<file path="src/rtl/dmem_arbiter.sv">
// Two-port round-robin arbiter sharing one fixed-latency data-memory port.
// Define DMEM_ARB_CPU_PRIORITY_EN for fixed priority to port 0 instead of round-robin.
module dmem_arbiter #(
  parameter int unsigned ADDR_W = 16,
  parameter int unsigned DATA_W = 16,
  parameter int unsigned RD_LAT = 2
) (
  input  logic              clk,
  input  logic              reset,
  input  logic              req0,
  input  logic              req1,
  input  logic              we0,
  input  logic              we1,
  input  logic [ADDR_W-1:0] addr0,
  input  logic [ADDR_W-1:0] addr1,
  input  logic [DATA_W-1:0] wdata0,
  input  logic [DATA_W-1:0] wdata1,
  output logic              ack0,
  output logic              ack1,
  output logic [DATA_W-1:0] rdata0,
  output logic [DATA_W-1:0] rdata1,
  output logic [ADDR_W-1:0] mem_addr,
  output logic [DATA_W-1:0] mem_wdata,
  output logic              mem_we,
  input  logic [DATA_W-1:0] mem_rdata,
  output logic              busy,
  output logic              gnt
);

  typedef enum logic [1:0] {StIdle, StIssue, StWait, StDone} state_e;

  // Cycles spent in WAIT before the capture cycle; RD_LAT = 1 captures in the first WAIT cycle.
  localparam logic [1:0] LatInit = 2'(RD_LAT - 1);

  state_e     state;
  logic       we_q;
  logic [1:0] cnt;
  logic       win;

`ifdef DMEM_ARB_CPU_PRIORITY_EN
  always_comb begin
    win = ~req0;
  end
`else
  logic ptr;

  // On a tie the port not granted last wins; a lone requester always wins.
  always_comb begin
    win = (req0 && req1) ? ~ptr : req1;
  end
`endif

  always_ff @(posedge clk) begin
    if (reset) begin
      state     <= StIdle;
      we_q      <= 1'b0;
      cnt       <= 2'd0;
      ack0      <= 1'b0;
      ack1      <= 1'b0;
      rdata0    <= '0;
      rdata1    <= '0;
      mem_addr  <= '0;
      mem_wdata <= '0;
      mem_we    <= 1'b0;
      busy      <= 1'b0;
      gnt       <= 1'b0;
`ifndef DMEM_ARB_CPU_PRIORITY_EN
      ptr       <= 1'b1;
`endif
    end else begin
      ack0   <= 1'b0;
      ack1   <= 1'b0;
      mem_we <= 1'b0;
      unique case (state)
        StIdle: begin
          if (req0 || req1) begin
            state     <= StIssue;
            busy      <= 1'b1;
            gnt       <= win;
            we_q      <= win ? we1 : we0;
            mem_we    <= win ? we1 : we0;
            mem_addr  <= win ? addr1 : addr0;
            mem_wdata <= win ? wdata1 : wdata0;
          end
        end
        StIssue: begin
          if (we_q) begin
            state <= StDone;
            ack0  <= ~gnt;
            ack1  <= gnt;
          end else begin
            state <= StWait;
            cnt   <= LatInit;
          end
        end
        StWait: begin
          if (cnt == 2'd0) begin
            if (gnt) rdata1 <= mem_rdata;
            else     rdata0 <= mem_rdata;
            state <= StDone;
            ack0  <= ~gnt;
            ack1  <= gnt;
          end else begin
            cnt <= cnt - 2'd1;
          end
        end
        StDone: begin
          state <= StIdle;
          busy  <= 1'b0;
`ifndef DMEM_ARB_CPU_PRIORITY_EN
          ptr   <= gnt;
`endif
        end
        default: begin
          state <= StIdle;
          busy  <= 1'b0;
        end
      endcase
    end
  end

  ack_exclusive: assert property (@(posedge clk) disable iff (reset) !(ack0 && ack1));
  we_only_in_issue: assert property (@(posedge clk) mem_we |-> state == StIssue);

endmodule
</file>
<file path="config.mk">
export PLATFORM = sky130hd
export DESIGN_NAME = dmem_arbiter
export DESIGN_NICKNAME = d
export VERILOG_FILES = /design/src/rtl/dmem_arbiter.sv
export SDC_FILE = /design/constraint.sdc
export NUM_CORES = 1
export LEC_CHECK = 0
export CAP_MARGIN = 10
export CORE_MARGIN = 3
export CORE_UTILIZATION = 41
export DETAILED_ROUTE_END_ITERATION = 6
export GPL_ROUTABILITY_DRIVEN = 1
export GPL_TIMING_DRIVEN = 1
export PLACE_DENSITY = 0.85
export SYNTH_ARGS = -nofsm -noshare
export SYNTH_HDL_FRONTEND = slang
export SYNTH_SLANG_ARGS = --single-unit
</file>
<file path="constraint.sdc">
create_clock -name clk -period 1.7 [get_ports clk]
set_input_delay 0.34 -clock clk [delete_from_list [all_inputs] [get_ports clk]]
set_output_delay 0.34 -clock clk [all_outputs]
set_load 0.02 [all_outputs]
</file>
* Word-level counts from Yosys, hierarchy flattened
Index checks and enable logic that the tools add are counted.
** Operators by class
- Equality and inequality tests :: 7
- $add $sub $neg :: 1
- Reductions and logical operators :: 13
- Bitwise operators :: 4
- Muxes and demuxes :: 19
** Operator list (number)
- 16-bit 2-to-1 mux :: 2
- 3-bit AND reduction :: 3
- 1-bit 2-to-1 mux :: 8
- 2-bit 2-to-1 mux :: 4
- 2-bit != test (second input constant) :: 4
- 2-bit case mux with 4 select lines :: 1
- 1-bit case mux with 2 select lines :: 3
- 2-bit AND reduction :: 3
- 2-bit equality test (second input constant) :: 2
- 2-bit logical NOT :: 2
- 1-bit NOT :: 4
- 2-bit case mux with 2 select lines :: 1
- 2-bit nonzero test :: 2
- 3-bit OR reduction :: 1
- 2-bit by 1-bit equality test with 1-bit output (second input constant) :: 1
- 2-bit by 1-bit subtractor with 2-bit output (second input constant) :: 1
- 1-bit logical AND :: 1
- 1-bit logical OR :: 1
** Word-level totals
- Word-level logic and storage cells :: 57
- Output and inout port bits :: 69
- Input port bits :: 86
- Register bits after elaboration :: 75

* Depth between registers and ports, before layout
- Word-level depth :: 3
- Mapped depth :: 7

* Worst setup path after synthesis
Ideal clock, no wire load.
- Path type :: register to register
- From :: register state[0]
- To :: register state[1]
- Cell stages (with the launch flop) :: 6
- Slack :: 0.208 ns
- Arrival time :: 1.425 ns
- Clock period less this slack :: 1.492 ns
- Cell sequence :: dfxtp_1 inv_1 ha_1 or3b_4 a211o_1 o21ai_2
** Between the ends
- Longest elaborated chain between the ends :: 3
- Elaborated cells between the ends (all ways) :: 8
- Those cells by class :: eq/ne (5); mux (1); reduce/logical (2)
** Ends and longest elaborated chain
- start, declared :: line 35 : state_e state;
- start signal, assigned :: line 55 : state <= StIdle;
- start signal, assigned :: line 77 : state <= StIssue;
- start signal, assigned :: line 88 : state <= StDone;
- 2-bit equality test / 2-bit logical NOT (equally long branches) :: line 74 : unique case (state)
- 2-bit != test (no source line)
- 2-bit AND reduction (no source line)
Several ways; a longest one is shown, not always the timed one.
A chain may end at the register's enable or synchronous reset.

* Worst setup path in the final report
- From :: register mem_addr[3]
- To :: output mem_addr[3]
** RTL lines
- start, declared :: line 22 : output logic [ADDR_W-1:0] mem_addr,
- start signal, assigned :: line 82 : mem_addr <= win ? addr1 : addr0;
No word-level cell between the ends.

==> results.json <==
{
  "synth.top_cell.area_share": 0.456,
  "final_cells": 642,
  "drc_errors": 0,
  "grt_pass1_wl_um": 15300,
  "cts_resized": 0,
  "coreArea_mm2": 0.00777,
  "antenna_found_initial": 0,
  "root_buffer": "clkbuf_8",
  "postCtsSetupBuffers": 0,
  "synth_xor_area_frac": 0,
  "max_freq_ghz": 0.602,
  "hp-class": "in2reg",
  "use_met1": 0.248,
  "synth_ff_type": "dfxtp_1",
  "yosysWarningCount": 0,
  "drive_gt1_frac": 0.135,
  "p_leak_nw": 2.13,
  "cp.arrival_ns": 1.32,
  "start_util": 0.424,
  "synth_top_cell_by_area": "dfxtp_1",
  "ioPinCount": 155,
  "drv_cap": 0,
  "fin_crit_ns": 1.66,
  "synthSimpleGateAreaFrac": 0.186,
  "rsz0062_at_grt": "no",
  "synth.area.mux_share": 0.00912,
  "startpoint_type": "register",
  "r2r-start": "state[0]",
  "endpoint": "mem_addr[3]",
  "h-tree-depth": 3,
  "grt_pass1_vias": 3216,
  "rrSetupSlack_ns": 0.07,
  "placed_cells": 626,
  "cp_num_buf_inv": 1,
  "cts_max_path_buffers": 2,
  "grt_overflow": 0,
  "p_total_w": 0.00735,
  "ir_worst_vdd_v": 0.000592,
  "clock_sinks": 75,
  "holdBufCountCts": 0,
  "slowest_stage": "clkdlybuf4s50_1",
  "cts_inserted_buffers": 9,
  "port-buffer-count": 154,
  "drt_iter0_drc": 105,
  "async_flop_share": 0,
  "synth_compound_area_frac": 0.260,
  "crit_cells": 1,
  "cp-end-kind": "output pin",
  "nFillCells": 628,
  "clk_latency_ns": 0.35,
  "max_stage_delay_ns": 0.62,
  "critical_path_class": "reg2out",
  "cts_tree": "done",
  "synth_top_family_by_area": "compound AO/OA/AOI/OAI gates",
  "use_met2": 0.375,
  "viasPerCell": 5.16,
  "synth_nets": 474,
  "syn_avg_cell_area_um2": 8.67,
  "finalSetupViolCount": 0,
  "synth_area_leaders": "dfxtp_1, a211oi_2, nand2_1, a21oi_1, nor2_1",
  "synth_seq_area_share": 0.456,
  "drt-total-wl_um": 9940,
  "synth_seq_cells": 75,
  "ys_types": 36,
  "nets": 629,
  "drtPass1Iterations": 5,
  "synth_cells": 380,
  "die_y_um": 95.6,
  "num_antenna_cells": 0,
  "grt.met3_usage": 0.0497,
  "finalCritPeriodShare": 0.976,
  "finalCoreUtilization": 0.666,
  "grt.busiest_layer": "met2",
  "netlist_area_mm2": 0.00329,
  "crit_start": "mem_addr[3]",
  "detail_route.wl_per_cell_um": 15.5,
  "r2r_end": "state[1]",
  "place.gp.congestion": 0.799,
  "skew_ns": 0.0125,
  "slew_violations": 0,
  "clk_pin_slew_worst_paths_ns": 0.08,
  "synth_fa_ha_area_frac": 0.0304,
  "max_slew_margin": 0.658,
  "power_density_mw_per_mm2": 1420,
  "syn_to_final_growth_pct": 57.0,
  "rows": 32,
  "worst_slew_pin_slew_ns": 0.513,
  "synth_common_cells": "nand2_1, dfxtp_1, a21oi_1, nor2_1, a211oi_2",
  "grt_max_degree": 31,
  "ff2ff_path_depth": 5,
  "antenna_left": 0,
  "worstPathCellList": "clkdlybuf4s50_1",
  "status": "finished, final reports clean",
  "post-dp-hpwl_um": 7490,
  "grt_util_all_layers": 0.212,
  "synth_most_common_cell": "nand2_1",
  "vias": 3311,
  "path_max_fanout": 2,
  "required_ns": 1.36,
  "die_area_mm2": 0.00915,
  "critical_path.top_delay_family": "buffers and inverters",
  "finalHoldViolations": 0,
  "synth_edf_count": 0,
  "die_w_um": 95.6
}
[routing by layer]
layer  share of wire  wire (um)  up-vias
met1            0.40       4010     1575
met2            0.52       5120      115
met3           0.066        656       16
met5               0          0        -
met4           0.016        157        0
li1                -          -     1605
[stage by stage]
step / TNS (ns) / setup WS, ns / hold slack (ns) / cell area (um2)
after floorplan: 0 / 0.208 / 0.451 / 3290
after global placement: -0.337 / -0.0332 / 0.441 / 4950
after detailed placement: -1.48 / -0.0851 / 0.446 / 4950
after CTS: 0 / 0.00616 / 0.439 / 5140
after global routing: 0 / 0.00115 / 0.485 / 5170
final: 0 / 0.0402 / 0.452 / 5170
[worst min-delay path by stage]
stage | to | slack, ns | startpoint | depth (start not counted)
detailed placement | rdata0[8] | 0.45 | rdata0[8] | 2
global placement | rdata1[2] | 0.44 | rdata1[2] | 2
CTS | gnt | 0.44 | reset | 2
floorplan | cnt[1] | 0.45 | cnt[1] | 2
finish | gnt | 0.45 | reset | 2
global route | rdata0[0] | 0.48 | rdata0[0] | 2
[kinds of logic (layout without fill, tap and decap cells)]
logic type,Yosys count,in the layout
AND/OR/NAND/NOR,150,150
adder cells (fa/ha/maj),8,8
flip-flops,75,75
multiplexers,3,3
buffers and inverters,32,192
AO/OA/AOI/OAI,112,112
[layout by cell type (no fill, tap or decap), types with 2 or more instances in the layout]
cell type	instances
clkdlybuf4s50_1	141
nand2_1	99
dfxtp_1	75
a21oi_1	64
nor2_1	35
a211oi_2	30
buf_4	15
dlymetal6s2s_1	12
clkbuf_8	9
ha_1	8
inv_1	4
nand2b_1	4
mux2i_1	3
a211oi_1	3
inv_6	3
buf_12	3
o21ai_2	2
o21a_1	2
o211ai_1	2
nor2b_1	2
nor3_1	2
a211o_1	2
inv_8	2
[where the power goes]
part / internal [W] / leakage (nW) / switching [W] / total [W]
clock network: 0.000568 / 0.0947 / 0.000737 / 0.00131
registers: 0.00218 / 0.615 / 0.000239 / 0.00242
logic: 0.00166 / 1.42 / 0.00197 / 0.00363
total: 0.00441 / 2.13 / 0.00294 / 0.00735
[sequential cells by signal (all words and copies together), names as in the netlist]
| signal | flops |
|---|---|
| gnt | 1 |
| ack1 | 1 |
| cnt | 2 |
| ack0 | 1 |
| state | 2 |
| rdata0 | 16 |
| rdata1 | 16 |
| ptr | 1 |
| busy | 1 |
| mem_we | 1 |
| mem_addr | 16 |
| we_q | 1 |
| mem_wdata | 16 |
[layout make-up]
| class | count | area, um2 | share of cell area |
|---|---|---|---|
| clock inverters | 7 | 65.1 | 0.0126 |
| multi-input cells | 273 | 1600 | 0.309 |
| repair buffers | 172 | 1740 | 0.336 |
| well taps | 102 | 128 | 0.0247 |
| clock buffers | 9 | 124 | 0.0239 |
| flip-flops and latches | 75 | 1500 | 0.290 |
| inverters | 4 | 15.0 | 0.00290 |
No activity file was read; power rests on OpenSTA's default activity.
==> edit 1: new RTL, same flow settings <==
The parameter `DATA_W` goes from 16 to 14.
--- a/src/rtl/dmem_arbiter.sv
+++ b/src/rtl/dmem_arbiter.sv
@@ -2,7 +2,7 @@
 // Define DMEM_ARB_CPU_PRIORITY_EN for fixed priority to port 0 instead of round-robin.
 module dmem_arbiter #(
   parameter int unsigned ADDR_W = 16,
-  parameter int unsigned DATA_W = 16,
+  parameter int unsigned DATA_W = 14,
   parameter int unsigned RD_LAT = 2
 ) (
   input  logic              clk,
Ports: changed (6 resized); port bits go from 155 to 143. No check against the original RTL was run, so the function may have changed too.
==> edit 1 against the unedited design <==
Total power down 12%; sequential share of layout area is 0.85 points higher; die area is 13% lower; worst hold slack better by 2.7 ps; highest routed layer unchanged; cell area shrank 11%; area after synthesis fell by 14%; wire length fell by 13%; worst setup slack improved by 11 ps; global-route usage up 1.3 points; sequential power is 8% lower; critical endpoint is now mem_wdata[13]; via count fell by 8.4%; sequential cell count is 6 lower.
==> edit 1: results (changes against the unedited design) <==
status - complete, no violations (unchanged)
max incr delay on CP - 620 ps (about the same)
Final Skew - 9.65 ps (was 12.5 ps)
syn_nets - 442 (was 474)
Layout clock area frac - 4.17% (was 3.65%)
Leak - 0.00190 uW (was 0.00213 uW)
Hold Path Origin - rdata0[3] (was reset)
Slew @ Worst Pin - 430 ps (was 513 ps)
global-route wire length before repair - 13,900 um (was 15,300 um)
Register Area - 1380 sq um (was 1500 sq um)
invs w/o clock - 6 (was 4)
Syn Inst Count - 354 (was 380)
Total GRT Usage - 22.5% (was 21.2%)
Worst R2R End - cnt[1] (was state[1])
clock buffers - 12 (was 9)
fillcell total - 515 (was 628)
layout cells sized above 1 - 7.74% (was 13.5%)
Cell Area, Placed - 4410 sq um (was 4950 sq um)
detailed placement HPWL - 6500 um (was 7490 um)
vias in the first global route - 3,103 (was 3,216)
met2 WL - 4160 um (was 5120 um)
distinct cell type count after synthesis - 37 (was 36)
Post-Place Cells - 565 (was 626)
multi-input combinational area share - 28.3% (was 30.9%)
worst hold-check path type - reg2reg (was in2reg)
pin count of the biggest net entering global routing - 34 (was 31)
pwr dens - 1410 nW/um^2 (was 1420 nW/um^2)
IO buf count - 142 (was 154)
Vias/cell - 5.22 (was 5.16)
Place WS - -2.25 ps (was -85.1 ps)
starting DRC count in detailed routing - 118 (was 105)
clk buf depth - 2 (unchanged)
Plain + repair buffers - 159 (was 172)
Routed met3 length - 1050 um (was 656 um)
M1 GR Usage - 24.8% (about the same)
vias post-DR - 3,032 (was 3,311)
synth cell count leaders - nand2_1 (93), a21oi_1 (90), dfxtp_1 (69) (was nand2_1 (99), dfxtp_1 (75), a21oi_1 (64))
WHS Endpoint - rdata0[3] (was gnt)
routability cong. - 0.775 (was 0.799)
drt total wl - 8620 um (was 9940 um)
flop and latch count out of synthesis - 69 (was 75)
wl on met1 - 3260 um (was 4010 um)
sequential area share after synthesis - 48.8% (was 45.6%)
Non-clock buffering overhead - 35.1% (was 33.6%)
Layout Nets - 587 (was 629)
met2 Usage GRT - 37.1% (was 37.5%)
multi-input gate count - 254 (was 273)
hold_ws - 455 ps (was 452 ps)
Peak supply drop - 0.831 mV (was 0.592 mV)
edit 1: cell families after synthesis:
family / Yosys count / share of synthesized area, %
multiplexers: 4 / 1.42
flip-flops: 69 / 48.8
buffers and inverters: 31 / 4.95
adder cells (fa/ha/maj): 8 / 3.54
AO/OA/AOI/OAI: 133 / 25.4
AND/OR/NAND/NOR: 109 / 15.8
edit 1: what timing repair did:
action,CTS,global route
hold buffers,0,0
setup endpoints to repair,0,20
gates resized for setup,0,10
edit 1: power breakdown:
part / leakage [uW] / switching (uW) / internal (uW)
Sequential: 0.000566 / 202 / 2010
Clock: 0.0000964 / 595 / 714
Combinational: 0.00123 / 1620 / 1360
Total: 0.00190 / 2420 / 4080
edit 1: worst max path at each step:
stage	from	to	slack, ps	depth (start not counted)
2_1_floorplan	state[1]	cnt[1]	210	5
3_3_place_gp	req0	state[0]	40	4
3_5_place_dp	req1	state[0]	-2	4
4_1_cts	busy	busy	3	1
5_1_grt	mem_addr[1]	mem_addr[1]	4	1
6_report	mem_wdata[13]	mem_wdata[13]	50	1
==> edit 2: new RTL, same settings <==
Without the edit above. Encoding of `state_e`: now one-hot (4 bits for 4 states).
--- a/src/rtl/dmem_arbiter.sv
+++ b/src/rtl/dmem_arbiter.sv
@@ -27,7 +27,7 @@
   output logic              gnt
 );
 
-  typedef enum logic [1:0] {StIdle, StIssue, StWait, StDone} state_e;
+  typedef enum logic [3:0] {StIdle = 4'b0001, StIssue = 4'b0010, StWait = 4'b0100, StDone = 4'b1000} state_e;
 
   // Cycles spent in WAIT before the capture cycle; RD_LAT = 1 captures in the first WAIT cycle.
   localparam logic [1:0] LatInit = 2'(RD_LAT - 1);
Formal check against the unedited RTL: same outputs for any inputs over 10 cycles, from zero or initial values and one cycle with reset high; not proved beyond that.
==> edit 2 against the unedited design <==
Worst setup slack improved by 10 ps; cell count fell by 8.9%; cell area rose by 2.9%; wire length fell by 10%; sequential cell count rose by 2; area after synthesis rose by 2.1%; critical path type unchanged.
Power is not compared: it rests on default switching activity, and its combinational part moved more than twofold at a synthesized area within 25%.
==> edit 2: results (changes against the unedited design) <==
Routed met3 length - 847 um (was 656 um)
Final Skew - 10.9 ps (was 12.5 ps)
Vias/cell - 5.04 (was 5.16)
Post-Place Cells - 570 (was 626)
Async SR Flop Fraction - 0% (unchanged)
Total GRT Usage - 18.8% (was 21.2%)
vias in the first global route - 2,939 (was 3,216)
wl on met1 - 3680 um (was 4010 um)
Worst Setup SP - mem_wdata[12] (was mem_addr[3])
Max Freq - 0.606 GHz (was 0.602 GHz)
met2 Usage GRT - 30.9% (was 37.5%)
routability cong. - 0.795 (was 0.799)
Worst R2R End - rdata0[1] (was state[1])
global-route wire length before repair - 13,800 um (was 15,300 um)
detailed placement HPWL - 6580 um (was 7490 um)
Area contributors post-synth - dfxtp_1 (46%), mux2i_1 (20%), nand2b_1 (9.1%) (was dfxtp_1 (46%), a211oi_2 (11%), nand2_1 (11%))
sequential area share after synthesis - 45.8% (was 45.6%)
hold_ws - 440 ps (was 452 ps)
grt met3 use - 6.12% (was 4.97%)
WHS Endpoint - state[3] (was gnt)
Reg2Reg Depth - 4 (was 5)
M1 GR Usage - 22.9% (was 24.8%)
hold path depth - 3 (was 2)
pin count of the biggest net entering global routing - 89 (was 31)
layout cells sized above 1 - 8.70% (was 13.5%)
Critical path destination - mem_wdata[12] (was mem_addr[3])
met2 WL - 4310 um (was 5120 um)
R2R Setup Slk - 100 ps (was 70 ps)
Slew headroom - 76.1% (was 65.8%)
DRT Pass-1 Iters - 4 (was 5)
distinct cell type count after synthesis - 35 (was 36)
Cell Area, Placed - 5080 sq um (was 4950 sq um)
synth cell count leaders - dfxtp_1 (77), mux2i_1 (66), nand2b_1 (49) (was nand2_1 (99), dfxtp_1 (75), a21oi_1 (64))
starting DRC count in detailed routing - 80 (was 105)
drt wl/cell - 15.3 um (was 15.5 um)
syn_nets - 413 (was 474)
status - complete, no violations (unchanged)
-- edit 2: cell types whose count changed in the layout (fill, tap and decap cells not counted), moves of 8 or more --
cell,delta
dlymetal6s2s_1,-8
nand2b_1,+45
mux2i_1,+63
nand2_1,-98
a211oi_2,-30
a21oi_1,-30
nor2_1,-29
a211oi_1,+31
clkdlybuf4s50_1,+8
-- edit 2: cell type report --
type                            count  area, sq um
Timing Repair Buffer              171         1730
Clock inverter                      5         83.8
Fill cell                         636         2520
Sequential cell                    77         1540
Multi-Input combinational cell    217         1690
Tap cell                          102          128
Inverter                            3         11.3
Clock buffer                       10          138
-- edit 2: cells by family after synthesis --
family                     Yosys count  synth area share, %
xor gates and xnor gates             1                0.260
and+or+nand+nor                     72                 14.3
DFF                                 77                 45.8
adders and majority gates            1                0.372
buffers and inverters               32                 4.72
muxes                               67                 20.0
AOI/OAI and AO/OA                   76                 14.5
-- edit 2: tightest hold or removal path, stage by stage --
cell,delay (ps)
buf_2,130
or4_1,200
nor2_1,60
